--- config.mk ---
export PLATFORM = sky130hd
export DESIGN_NAME = regfile_wb_arbiter
export DESIGN_NICKNAME = d
export VERILOG_FILES = /design/src/rtl/regfile_wb_arbiter.sv
export SDC_FILE = /design/constraint.sdc
export NUM_CORES = 1
export LEC_CHECK = 0
export ABC_CLOCK_PERIOD_IN_PS = 2100
export BUFFER_PORTS_ARGS = -buffer_cell sky130_fd_sc_hd__buf_4
export CAP_MARGIN = 5
export CORE_ASPECT_RATIO = 0.7
export CORE_MARGIN = 3
export CORE_UTILIZATION = 43
export CTS_CLUSTER_DIAMETER = 80
export DETAILED_ROUTE_END_ITERATION = 10
export PLACE_DENSITY = 0.77
export SLEW_MARGIN = 20
export SYNTH_ARGS = -nofsm -noshare
export SYNTH_HDL_FRONTEND = slang
export SYNTH_SLANG_ARGS = --single-unit
--- constraint.sdc ---
create_clock -name clk -period 2.1 [get_ports clk]
set_clock_uncertainty 0.05 [all_clocks]
set_input_delay 0.105 -clock clk [delete_from_list [all_inputs] [get_ports clk]]
set_output_delay 0.105 -clock clk [all_outputs]
set_load 0.02 [all_outputs]
--- src/rtl/regfile_wb_arbiter.sv ---
`default_nettype none
// +-----------------------------------------------------------------------------+
// | regfile_wb_arbiter: shares the register-file write port between load       |
// | returns (strict priority) and a FIFO-buffered ALU write-back stream.        |
// | Revision: 1.0                                                               |
// +-----------------------------------------------------------------------------+
module regfile_wb_arbiter #(
  parameter int ADDRESS_WIDTH = 5,
  parameter int DATA_WIDTH    = 32,
  parameter int FIFO_DEPTH    = 2
) (
  input  logic                          clk,
  input  logic                          rst_n,
  input  logic                          alu_valid_i,
  output logic                          alu_ready_o,
  input  logic [ADDRESS_WIDTH-1:0]      alu_rd_i,
  input  logic [DATA_WIDTH-1:0]         alu_data_i,
  input  logic                          ld_valid_i,
  input  logic [ADDRESS_WIDTH-1:0]      ld_rd_i,
  input  logic [DATA_WIDTH-1:0]         ld_data_i,
  output logic                          WE3_o,
  output logic [ADDRESS_WIDTH-1:0]      AD3_o,
  output logic [DATA_WIDTH-1:0]         WD3_o,
  output logic [2**ADDRESS_WIDTH-1:0]   pending_o,
  output logic [$clog2(FIFO_DEPTH):0]   fifo_count_o
);

  localparam int C_PW   = (FIFO_DEPTH > 1) ? $clog2(FIFO_DEPTH) : 1;
  localparam int C_CW   = $clog2(FIFO_DEPTH) + 1;
  localparam int C_NREG = 2**ADDRESS_WIDTH;
  localparam logic [C_CW-1:0] C_DEPTH = C_CW'(FIFO_DEPTH);

  logic [ADDRESS_WIDTH-1:0] r_rd   [FIFO_DEPTH];
  logic [DATA_WIDTH-1:0]    r_data [FIFO_DEPTH];
  logic [FIFO_DEPTH-1:0]    r_vld;
  logic [C_PW-1:0]          r_head;
  logic [C_PW-1:0]          r_tail;
  logic [C_CW-1:0]          r_count;

  logic                     r_we;
  logic [ADDRESS_WIDTH-1:0] r_ad;
  logic [DATA_WIDTH-1:0]    r_wd;

  logic                     w_push;
  logic                     w_pop;
  logic                     w_ld_issue;
  logic [C_NREG-1:0]        w_pending;

  // Ready depends only on registered occupancy, never on the load path.
  assign alu_ready_o = (r_count < C_DEPTH);
  assign w_ld_issue  = ld_valid_i && (ld_rd_i != '0);
  assign w_push      = alu_valid_i && alu_ready_o && (alu_rd_i != '0);
  assign w_pop       = !w_ld_issue && (r_count != '0);

  always_ff @(posedge clk or negedge rst_n) begin
    if (!rst_n) begin
      for (int i = 0; i < FIFO_DEPTH; i++) begin
        r_rd[i]   <= '0;
        r_data[i] <= '0;
      end
      r_vld   <= '0;
      r_head  <= '0;
      r_tail  <= '0;
      r_count <= '0;
    end else begin
      // Pop first so a same-edge push into the freed slot is not overwritten.
      if (w_pop) begin
        r_vld[r_head] <= 1'b0;
        r_head        <= r_head + 1'b1;
      end
      if (w_push) begin
        r_rd[r_tail]   <= alu_rd_i;
        r_data[r_tail] <= alu_data_i;
        r_vld[r_tail]  <= 1'b1;
        r_tail         <= r_tail + 1'b1;
      end
      case ({w_push, w_pop})
        2'b10:   r_count <= r_count + 1'b1;
        2'b01:   r_count <= r_count - 1'b1;
        default: r_count <= r_count;
      endcase
    end
  end

  always_ff @(posedge clk or negedge rst_n) begin
    if (!rst_n) begin
      r_we <= 1'b0;
      r_ad <= '0;
      r_wd <= '0;
    end else if (w_ld_issue) begin
      r_we <= 1'b1;
      r_ad <= ld_rd_i;
      r_wd <= ld_data_i;
    end else if (w_pop) begin
      r_we <= 1'b1;
      r_ad <= r_rd[r_head];
      r_wd <= r_data[r_head];
    end else begin
      r_we <= 1'b0;
    end
  end

  always_comb begin
    w_pending = '0;
    for (int i = 0; i < FIFO_DEPTH; i++) begin
      if (r_vld[i]) w_pending[r_rd[i]] = 1'b1;
    end
    if (r_we) w_pending[r_ad] = 1'b1;
    w_pending[0] = 1'b0;
  end

  assign WE3_o        = r_we;
  assign AD3_o        = r_ad;
  assign WD3_o        = r_wd;
  assign pending_o    = w_pending;
  assign fifo_count_o = r_count;

endmodule
`default_nettype wire

# Word level (Yosys, flattened, before mapping)
# Cells that the tools add are included.
# word_totals
ramBits	0
reg_bits	118
elab_cells	88
romBits	0
latch_bits	0
inputBits	78
memories	0
out_inout_bits	73
# op_classes
bitwise_logic	7
magnitude_cmp	14
mul	0
n_eq_ne	2
n_addsub	4
reduce_logical	16
shifts	0
div	0
muxes	34
# ops
op	count
32-bit two-way mux	9
64-bit bitwise mux	1
32-bit OR	2
32-bit demux with 1-bit select	1
5-bit two-way mux	6
5-bit by 6-bit less-than comparator with 1-bit output (second input constant)	3
1-bit demux with 5-bit select	3
5-bit by 1-bit >= comparator with 1-bit output (second input constant)	3
10-bit bitwise mux	1
1-bit logical AND	10
5-bit nonzero test	2
1-bit two-way mux	7
2-bit nonzero test	3
5-bit demux with 1-bit select	1
2-bit >= comparator (second input constant)	2
1-bit by 2-bit less-than comparator with 1-bit output (second input constant)	2
2-bit two-way mux	2
1-bit NOT with 2-bit output	2
2-bit one-hot mux with 2 select lines	1
1-bit adder (second input constant)	2
2-bit by 1-bit adder with 2-bit output (second input constant)	1
2-bit bitwise AND	1
1-bit demux with 1-bit select	2
2-bit by 1-bit equality test with 1-bit output (second input constant)	1
other kinds (8)	9

# Longest topological paths before layout
# Gate-level depths: netlist of run 1.
# logic_depth
ltp_word	9
mapped_depth	9
mapped_depth_nobuf	6

# Least setup slack after synthesis of run 1
# No wires, ideal clock.
# synth_timing
path_kind	flip-flop to flip-flop
start	register r_count[1], in the netlist fifo_count_o[1]
end	register r_count[1], in the netlist fifo_count_o[1]
arrival_ns	1.898
required_time_ns	1.970
path_slack_ns	0.072
n_path_buf	3
stages_incl_launch_ff	9
path_cell_list	dfrtp_1 clkbuf_1 buf_2 buf_2 inv_1 o211ai_1 ha_1 nor2_1 xnor2_1
# synth_between
elab_chain_cells	5
word_cells_on_any_way	11
# synth_rtl
element	line	text
from (decl)	38	logic [C_CW-1:0] r_count;
from (signal assigned)	78	2'b10: r_count <= r_count + 1'b1;
from (signal assigned)	79	2'b01: r_count <= r_count - 1'b1;
from (signal assigned)	80	default: r_count <= r_count;
2-bit less-than comparator (*)	50	assign alu_ready_o = (r_count < C_DEPTH);
net alu_ready_o	15	output logic alu_ready_o,
1-bit logical AND (*) (2 in series)	52	assign w_push = alu_valid_i && alu_ready_o && (alu_rd_i != '0);
2-bit by 1-bit equality test with 1-bit output or 2-bit equality test (tied branches)	77	case ({w_push, w_pop})
2-bit one-hot mux with 2 select lines or 2-bit nonzero test (tied branches)	--	
# Mark *: on every way through the listed nets, which the timed path passes. The rest lies on a longest branch.
# A chain may end at the register's enable or synchronous reset.

# Worst setup path in the final report of run 1
# layout_timing
start	register r_rd[7] (netlist name)
end	output port pending_o[4]
# layout_between
elab_chain_cells	9
word_cells_on_any_way	10
# layout_rtl
element	line	text
from (decl)	33	logic [ADDRESS_WIDTH-1:0] r_rd [FIFO_DEPTH];
from (signal, indexed assignment)	72	r_rd[r_tail] <= alu_rd_i;
5-bit by 6-bit less-than comparator with 1-bit output (implied by the code) or 5-bit by 1-bit >= comparator with 1-bit output (tied branches)	106	if (r_vld[i]) w_pending[r_rd[i]] = 1'b1;
1-bit logical AND (implied by the code)	106	
1-bit two-way mux (implied by the code)	106	
1-bit demux with 5-bit select (*)	106	
32-bit two-way mux (*)	106	
32-bit OR (no line)	--	
32-bit two-way mux (*)	106	
32-bit OR (no line)	--	
32-bit two-way mux (*)	108	if (r_we) w_pending[r_ad] = 1'b1;
to (decl)	24	output logic [2**ADDRESS_WIDTH-1:0] pending_o,
# Every way passes the cells marked *; elsewhere a longest branch is shown, timed or not.

==> impl_metrics.env, run 1 <==
export IMPL_outcome="complete, no violations"
export IMPL_max_cap_viol_count=0
export IMPL_crit_type="flip-flop to output port"
export IMPL_cp_required_ns=1.95
export IMPL_syn_to_final_growth_pct=43.5
export IMPL_htreeDepth=4
export IMPL_die_w_um=149
export IMPL_startpoint_type="flip-flop"
export IMPL_dieHeight_um=106
export IMPL_slowest_stage="dfrtp_1"
export IMPL_async_flop_share_pct=100
export IMPL_slew_headroom_pct=47.1
export IMPL_min_period_ns=2.07
export IMPL_min_path_type="primary input to flip-flop"
export IMPL_insertion_delay_ns=0.40
export IMPL_critical_path_max_stage_delay_ns=0.57
export IMPL_finalHoldViolations=0
export IMPL_ios=151
export IMPL_ys_seq_area_share_pct=48.1
export IMPL_avgViaCountPerCell=5.48
export IMPL_fin_area_um2=8800
export IMPL_synth_seq_cells=118
export IMPL_netlist_top_cells_area="dfrtp_1 48%, mux2_2 13%, mux2i_1 6.0%"
export IMPL_die_area_um2=15800
export IMPL_tritoncts="built"
export IMPL_cp_arrival_ns=1.92
export IMPL_yosysTopAreaCell="dfrtp_1"
export IMPL_tightest_slew_ns=0.794
export IMPL_post_synth_top_count_cell="dfrtp_1"
export IMPL_cts_buffer_depth=2
export IMPL_drtPass1Iterations=7
export IMPL_n_antenna_cell=0
export IMPL_path_cells="nor3b_1, a222oi_1, inv_1, buf_4"
export IMPL_grt_overflow_total=0
export IMPL_clockRootBuffer="clkbuf_16"
export IMPL_synth_top_cells_by_count="118 x dfrtp_1, 71 x mux2_2, 58 x nand2_1"
export IMPL_netlist_instances=542
export IMPL_grt_max_degree=54
export IMPL_drc_errors=0
export IMPL_synth_cell_types=33
export IMPL_row_count=35
export IMPL_power_density_nw_per_um2=1550
export IMPL_wl_per_cell_um=18.5
export IMPL_cts_made_buffers=17
export IMPL_synth_avg_cell_area_um2=11.3
export IMPL_fin_crit_sh_pct=98.8
export IMPL_dr_total_vias=5221
export IMPL_leakage_nw=4.13
export IMPL_rsz0062_at_grt="yes"
export IMPL_portBuffers=149
export IMPL_fmax_mhz=482
export IMPL_hold_ws_ns=0.0275
export IMPL_hpwl_um=12100
export IMPL_gp_congestion=0.814
export IMPL_drtIter0Drc=416
export IMPL_cts_sinks=118
export IMPL_fin_ws_ns=0.0260
export IMPL_reg2reg_from="fifo_count_o[1]"
export IMPL_drv_slew=0
export IMPL_antenna_found_initial=0
export IMPL_postPlaceCellArea_um2=7440
export IMPL_hp_start="alu_valid_i"
export IMPL_ys_warnings_count=0
export IMPL_synthesis_area_um2=6130
export IMPL_postCtsSetupRepairBufs=0
export IMPL_crit_path_end_kind="output port"
export IMPL_ys_flop_type="dfrtp_1"
export IMPL_pre_cts_ws_ns=0.298
export IMPL_ant_nets=0
export IMPL_synth_net_count=621
export IMPL_coreArea_um2=13500
export IMPL_drive_above_1_share_pct=36.6
export IMPL_ir_drop_v=0.000790
export IMPL_netlist_area_leader_share_pct=48.1
export IMPL_fin_nets=835
export IMPL_clkSlewWorstSetupHoldPaths_ns=0.06
export IMPL_grt_pass1_vias=5541
export IMPL_finalSetupViolations=0
export IMPL_critPathLaunch="r_rd[7]"
export IMPL_grt_pass1_wl_um=28100
export IMPL_cp_max_fo=10
export IMPL_synth_edff_count=0
export IMPL_grt_usage_pct=22.4
export IMPL_start_util_pct=45.3
export IMPL_finalWirelength_um=17600
[power by group]
| group | switching (W) | leakage (nW) | internal (W) |
|---|---|---|---|
| clock network | 0.000975 | 0.288 | 0.00185 |
| logic | 0.00334 | 2.45 | 0.00304 |
| registers | 0.000969 | 1.39 | 0.00344 |
| total | 0.00528 | 4.13 | 0.00833 |
[metrics by stage]
step | power [W] | std cells | util, % | setup TNS, ns
after floorplan | 0.00834 | 542 | - | 0
after global placement | 0.0103 | 846 | 55.0 | 0
after detailed placement | 0.0106 | 846 | 55.0 | 0
after CTS | 0.0136 | 953 | 64.9 | 0
after global routing | 0.0144 | 953 | 65.0 | -0.0967
final | 0.0136 | 953 | 65.0 | 0
[sequential cells by signal, summed over array words and instances, names as in the netlist]
name          flops
AD3_o             5
WD3_o            32
WE3_o             1
fifo_count_o      2
r_data           64
r_head            1
r_rd             10
r_tail            1
r_vld             2
[kinds of logic after synthesis]
group                    count (synthesis)  synth area share (%)
flip-flops                             118                  48.1
other                                    1                0.0611
buffers and inverters                   54                  4.77
AND/OR/NAND/NOR                        139                  12.0
XOR/XNOR                                 5                 0.714
adder cells (fa/ha/maj)                  1                 0.204
multiplexers                           136                  24.2
AO/OA/AOI/OAI                           88                  9.89
[critical path: cells and delay by family (launching register included)]
family | cells | cell delay (ns)
AND/OR/NAND/NOR | 1 | 0.51
AO/OA/AOI/OAI | 1 | 0.21
flip-flops | 1 | 0.57
buffers and inverters | 2 | 0.23
[per-layer routing]
metal	up-vias	track usage, %	share of wire (%)
met2	216	36.0	47
met1	2582	30.1	44
met4	0	6.86	1.3
met5	-	0	0
met3	27	5.45	7.5
li1	2396	-	-
[final cells by class]
class                   count  area, um2
clock buffers              22        484
clock inverters             9        100
fillers                   987       4730
inverters                   6       22.5
multi-input cells         370       2930
flip-flops and latches    118       2960
well taps                 185        231
repair buffers            243       2080
[cells in the final DEF (no fill, tap or decap), types with 4 or more instances in the layout]
cell type      count
mux2_1            28
dfrtp_1          115
mux2_2            71
nor3b_2            4
mux2i_1           37
xnor2_1            4
a22oi_1           28
and3b_1           16
a22o_1            12
clkinv_2           5
buf_4            162
a21oi_1           37
buf_12             5
nor3_1            40
nand2_1           58
clkbuf_8           4
and3_1             6
inv_1              6
dlygate4sd3_1     76
nor3b_1            9
clkbuf_16         17
[what timing repair did]
action                     CTS  global route
resized for setup            0             3
hold buffers                76             0
setup endpoints to repair    0             8
hold endpoints to repair   152             0
[path summary, 6_finish.rpt]
kind,endpoint,depth (start not counted),slack [ns]
max,pending_o[4],4,0.03
min,r_tail,3,0.03
max reg2reg,r_data[50],4,0.32
min reg2reg,r_data[30],1,0.44
max in group asynchronous,WD3_o[4],3,1.07
min in group asynchronous,WD3_o[3],2,0.19
No activity file was read; power rests on OpenSTA's default activity.
==> run 2, diff against run 1 <==
- ABC_AREA: not set -> 1
- CORE_UTILIZATION: 43 -> 54
- PLACE_DENSITY: 0.77 -> 0.9
==> impl_metrics.env, run 2 <==
export IMPL_min_to="WD3_o[24]"
export IMPL_crit_type="flip-flop to output port"
export IMPL_portBuffers=149
export IMPL_ys_warnings_count=0
export IMPL_grt_use_met1_pct=52.4
export IMPL_yosysTopAreaCell="dfrtp_1"
export IMPL_insertion_delay_ns=0.42
export IMPL_cp_arrival_ns=2.09
export IMPL_p_comb_share_pct=46.1
export IMPL_synthesis_area_um2=6410
export IMPL_antenna_found_initial=0
export IMPL_min_path_type="primary input to flip-flop"
export IMPL_seq_power_share_pct=32.0
export IMPL_grt_pass1_vias=7052
export IMPL_syn_to_final_growth_pct=40.8
export IMPL_row_count=32
export IMPL_grt_busiest_layer="met2"
export IMPL_die_w_um=136
export IMPL_met2_usage_pct=54.1
export IMPL_dr_total_vias=7573
export IMPL_min_period_ns=2.25
export IMPL_ant_nets=0
export IMPL_rsz0062_at_grt="yes"
export IMPL_violations="negative setup slack"
export IMPL_crit_path_end_kind="output port"
export IMPL_ir_drop_v=0.00105
export IMPL_reg2regPathDepth=6
export IMPL_n_antenna_cell=0
export IMPL_synth_avg_cell_area_um2=7.44
export IMPL_coreArea_um2=11300
export IMPL_tightest_slew_ns=0.703
export IMPL_hpwl_um=14000
export IMPL_netlist_top_cells_area="dfrtp_1 46%, nand2_1 22%, nand3_1 8.4%"
export IMPL_clkSlewWorstSetupHoldPaths_ns=0.06
export IMPL_leakage_nw=4.51
export IMPL_netlist_instances=861
export IMPL_fmax_mhz=445
export IMPL_grt_use_met3_pct=11.0
export IMPL_ios=151
export IMPL_r2r_end="r_data[45]"
export IMPL_finalWirelength_um=24600
export IMPL_async_flop_share_pct=100
export IMPL_cts_sinks=118
export IMPL_ys_seq_area_share_pct=46.1
export IMPL_clockRootBuffer="clkbuf_16"
export IMPL_cts_made_buffers=17
export IMPL_reg2reg_from="fifo_count_o[1]"
export IMPL_startpoint_type="flip-flop"
export IMPL_whs_path_depth=4
export IMPL_slew_headroom_pct=52.8
export IMPL_cp_max_fo=6
export IMPL_final_cell_mix="367 x nand2_1, 172 x buf_4, 118 x dfrtp_1, 108 x nand3_1"
export IMPL_start_util_pct=56.7
export IMPL_die_area_um2=13200
export IMPL_fin_crit_sh_pct=107
export IMPL_post_synth_top_count_cell="nand2_1"
export IMPL_internal_power_w=0.00696
export IMPL_wl_per_cell_um=19.9
export IMPL_max_cap_viol_count=0
export IMPL_largest_reg_flops=64
export IMPL_synth_edff_count=0
export IMPL_ff2ff_setup_slack_ns=0.29
export IMPL_grt_usage_pct=37.5
export IMPL_fin_nets=1150
export IMPL_synth_cell_types=26
export IMPL_grt_overflow_total=0
export IMPL_tritoncts="built"
export IMPL_drc_errors=0
export IMPL_drive_above_1_share_pct=21.2
export IMPL_synth_net_count=940
export IMPL_fin_ws_ns=-0.149
export IMPL_hp_start="ld_valid_i"
export IMPL_drtIter0Drc=1169
export IMPL_power_density_nw_per_um2=1450
export IMPL_ys_flop_type="dfrtp_1"
export IMPL_avgViaCountPerCell=6.12
export IMPL_cp_required_ns=1.95
export IMPL_htreeDepth=4
export IMPL_grt_max_degree=67
export IMPL_gp_congestion=0.978
export IMPL_p_switching_w=0.00611
export IMPL_grt_pass1_wl_um=38600
export IMPL_drv_slew=0
export IMPL_hold_ws_ns=0.00702
export IMPL_power_frac_clock_pct=21.9
export IMPL_p_sw_share_pct=46.8
export IMPL_postCtsSetupRepairBufs=0
export IMPL_utilization_pct=79.9
export IMPL_synth_seq_cells=118
export IMPL_finalHoldViolations=0
export IMPL_dieHeight_um=97.1
export IMPL_synth_top_cells_by_count="367 x nand2_1, 118 x dfrtp_1, 108 x nand3_1"
export IMPL_outcome="complete, but fails checks"
export IMPL_regMostFlops="r_data"
export IMPL_cts_buffer_depth=2
export IMPL_netlist_area_leader_share_pct=46.1
export IMPL_finalSetupViolations=4
export IMPL_layout_commonest_cell="nand2_1"
export IMPL_drtPass1Iterations=6
## run 2: cell count changes after synthesis, moves of 27 or more
cell,change
mux2_2,-71
nand4_1,+77
a22oi_1,-28
nand3_1,+108
nand2_1,+309
inv_1,+27
mux2i_1,-37
mux2_1,-28
## run 2: final cells by class
type	count	area [um2]
fill	722	2270
clock inverter	15	145
tap	153	191
inverter	34	128
clock buffer	17	425
timing repair buffer	253	2140
multi-input combinational	647	3030
sequential	118	2950
## run 2: power by group through the flow
stage | Sequential [W] | Combinational (W) | Clock [W]
after global placement | 0.00402 | 0.00540 | 0
after floorplan | 0.00422 | 0.00320 | 0
after CTS | 0.00406 | 0.00566 | 0.00282
after global routing | 0.00427 | 0.00646 | 0.00297
after detailed placement | 0.00407 | 0.00548 | 0
final | 0.00419 | 0.00603 | 0.00286
## run 2: critical path, cell delays in order, from the launching register on
cell	delay (ns)
dfrtp_1	0.50
inv_1	0.17
nor3_1	0.57
nand2_1	0.12
o211ai_1	0.13
buf_4	0.18
## run 2: how the worst max path moves through the flow
| stage | start | end | slack (ns) | cells past startpoint |
|---|---|---|---|---|
| after floorplan | fifo_count_o[1] | fifo_count_o[1] | 0.27 | 9 |
| after global placement | fifo_count_o[1] | r_data[39] | 0.47 | 6 |
| after detailed placement | fifo_count_o[1] | fifo_count_o[1] | 0.43 | 8 |
| after CTS | AD3_o[3] | pending_o[15] | 0.04 | 5 |
| after global routing | r_rd[7] | pending_o[6] | -0.09 | 5 |
| final | r_rd[7] | pending_o[7] | -0.15 | 5 |
## run 2: stage by stage
step	worst slack [ns]	power, W	setup TNS [ns]	std cells	instance area (um2)
after global routing	-0.0875	0.0137	-0.550	1237	9020
after floorplan	0.268	0.00742	0	861	6410
after global placement	0.467	0.00941	0	1128	7630
after detailed placement	0.426	0.00956	0	1128	7630
final	-0.149	0.0131	-0.398	1237	9020
after CTS	0.0374	0.0125	0	1237	8970
## run 2: cells by family after synthesis
logic type	Yosys count	synth area share (%)
compound gates	56	5.16
buf+inv	96	7.36
xor+xnor	2	0.273
fa+ha+maj	1	0.195
flops	118	46.1
simple gates	587	40.9
other cells	1	0.0585
## run 2: layer usage
| metal | wire (um) | part of all wire, % |
|---|---|---|
| met1 | 9480 | 38 |
| met5 | 0 | 0 |
| met2 | 10700 | 43 |
| met3 | 3320 | 13 |
| met4 | 1140 | 4.6 |
## run 2: timing repair
| item | in CTS | in global routing |
|---|---|---|
| gates resized for setup | 0 | 10 |
| setup endpoints to repair | 0 | 25 |
| hold endpoints to repair | 142 | 0 |
| hold buffers | 77 | 0 |
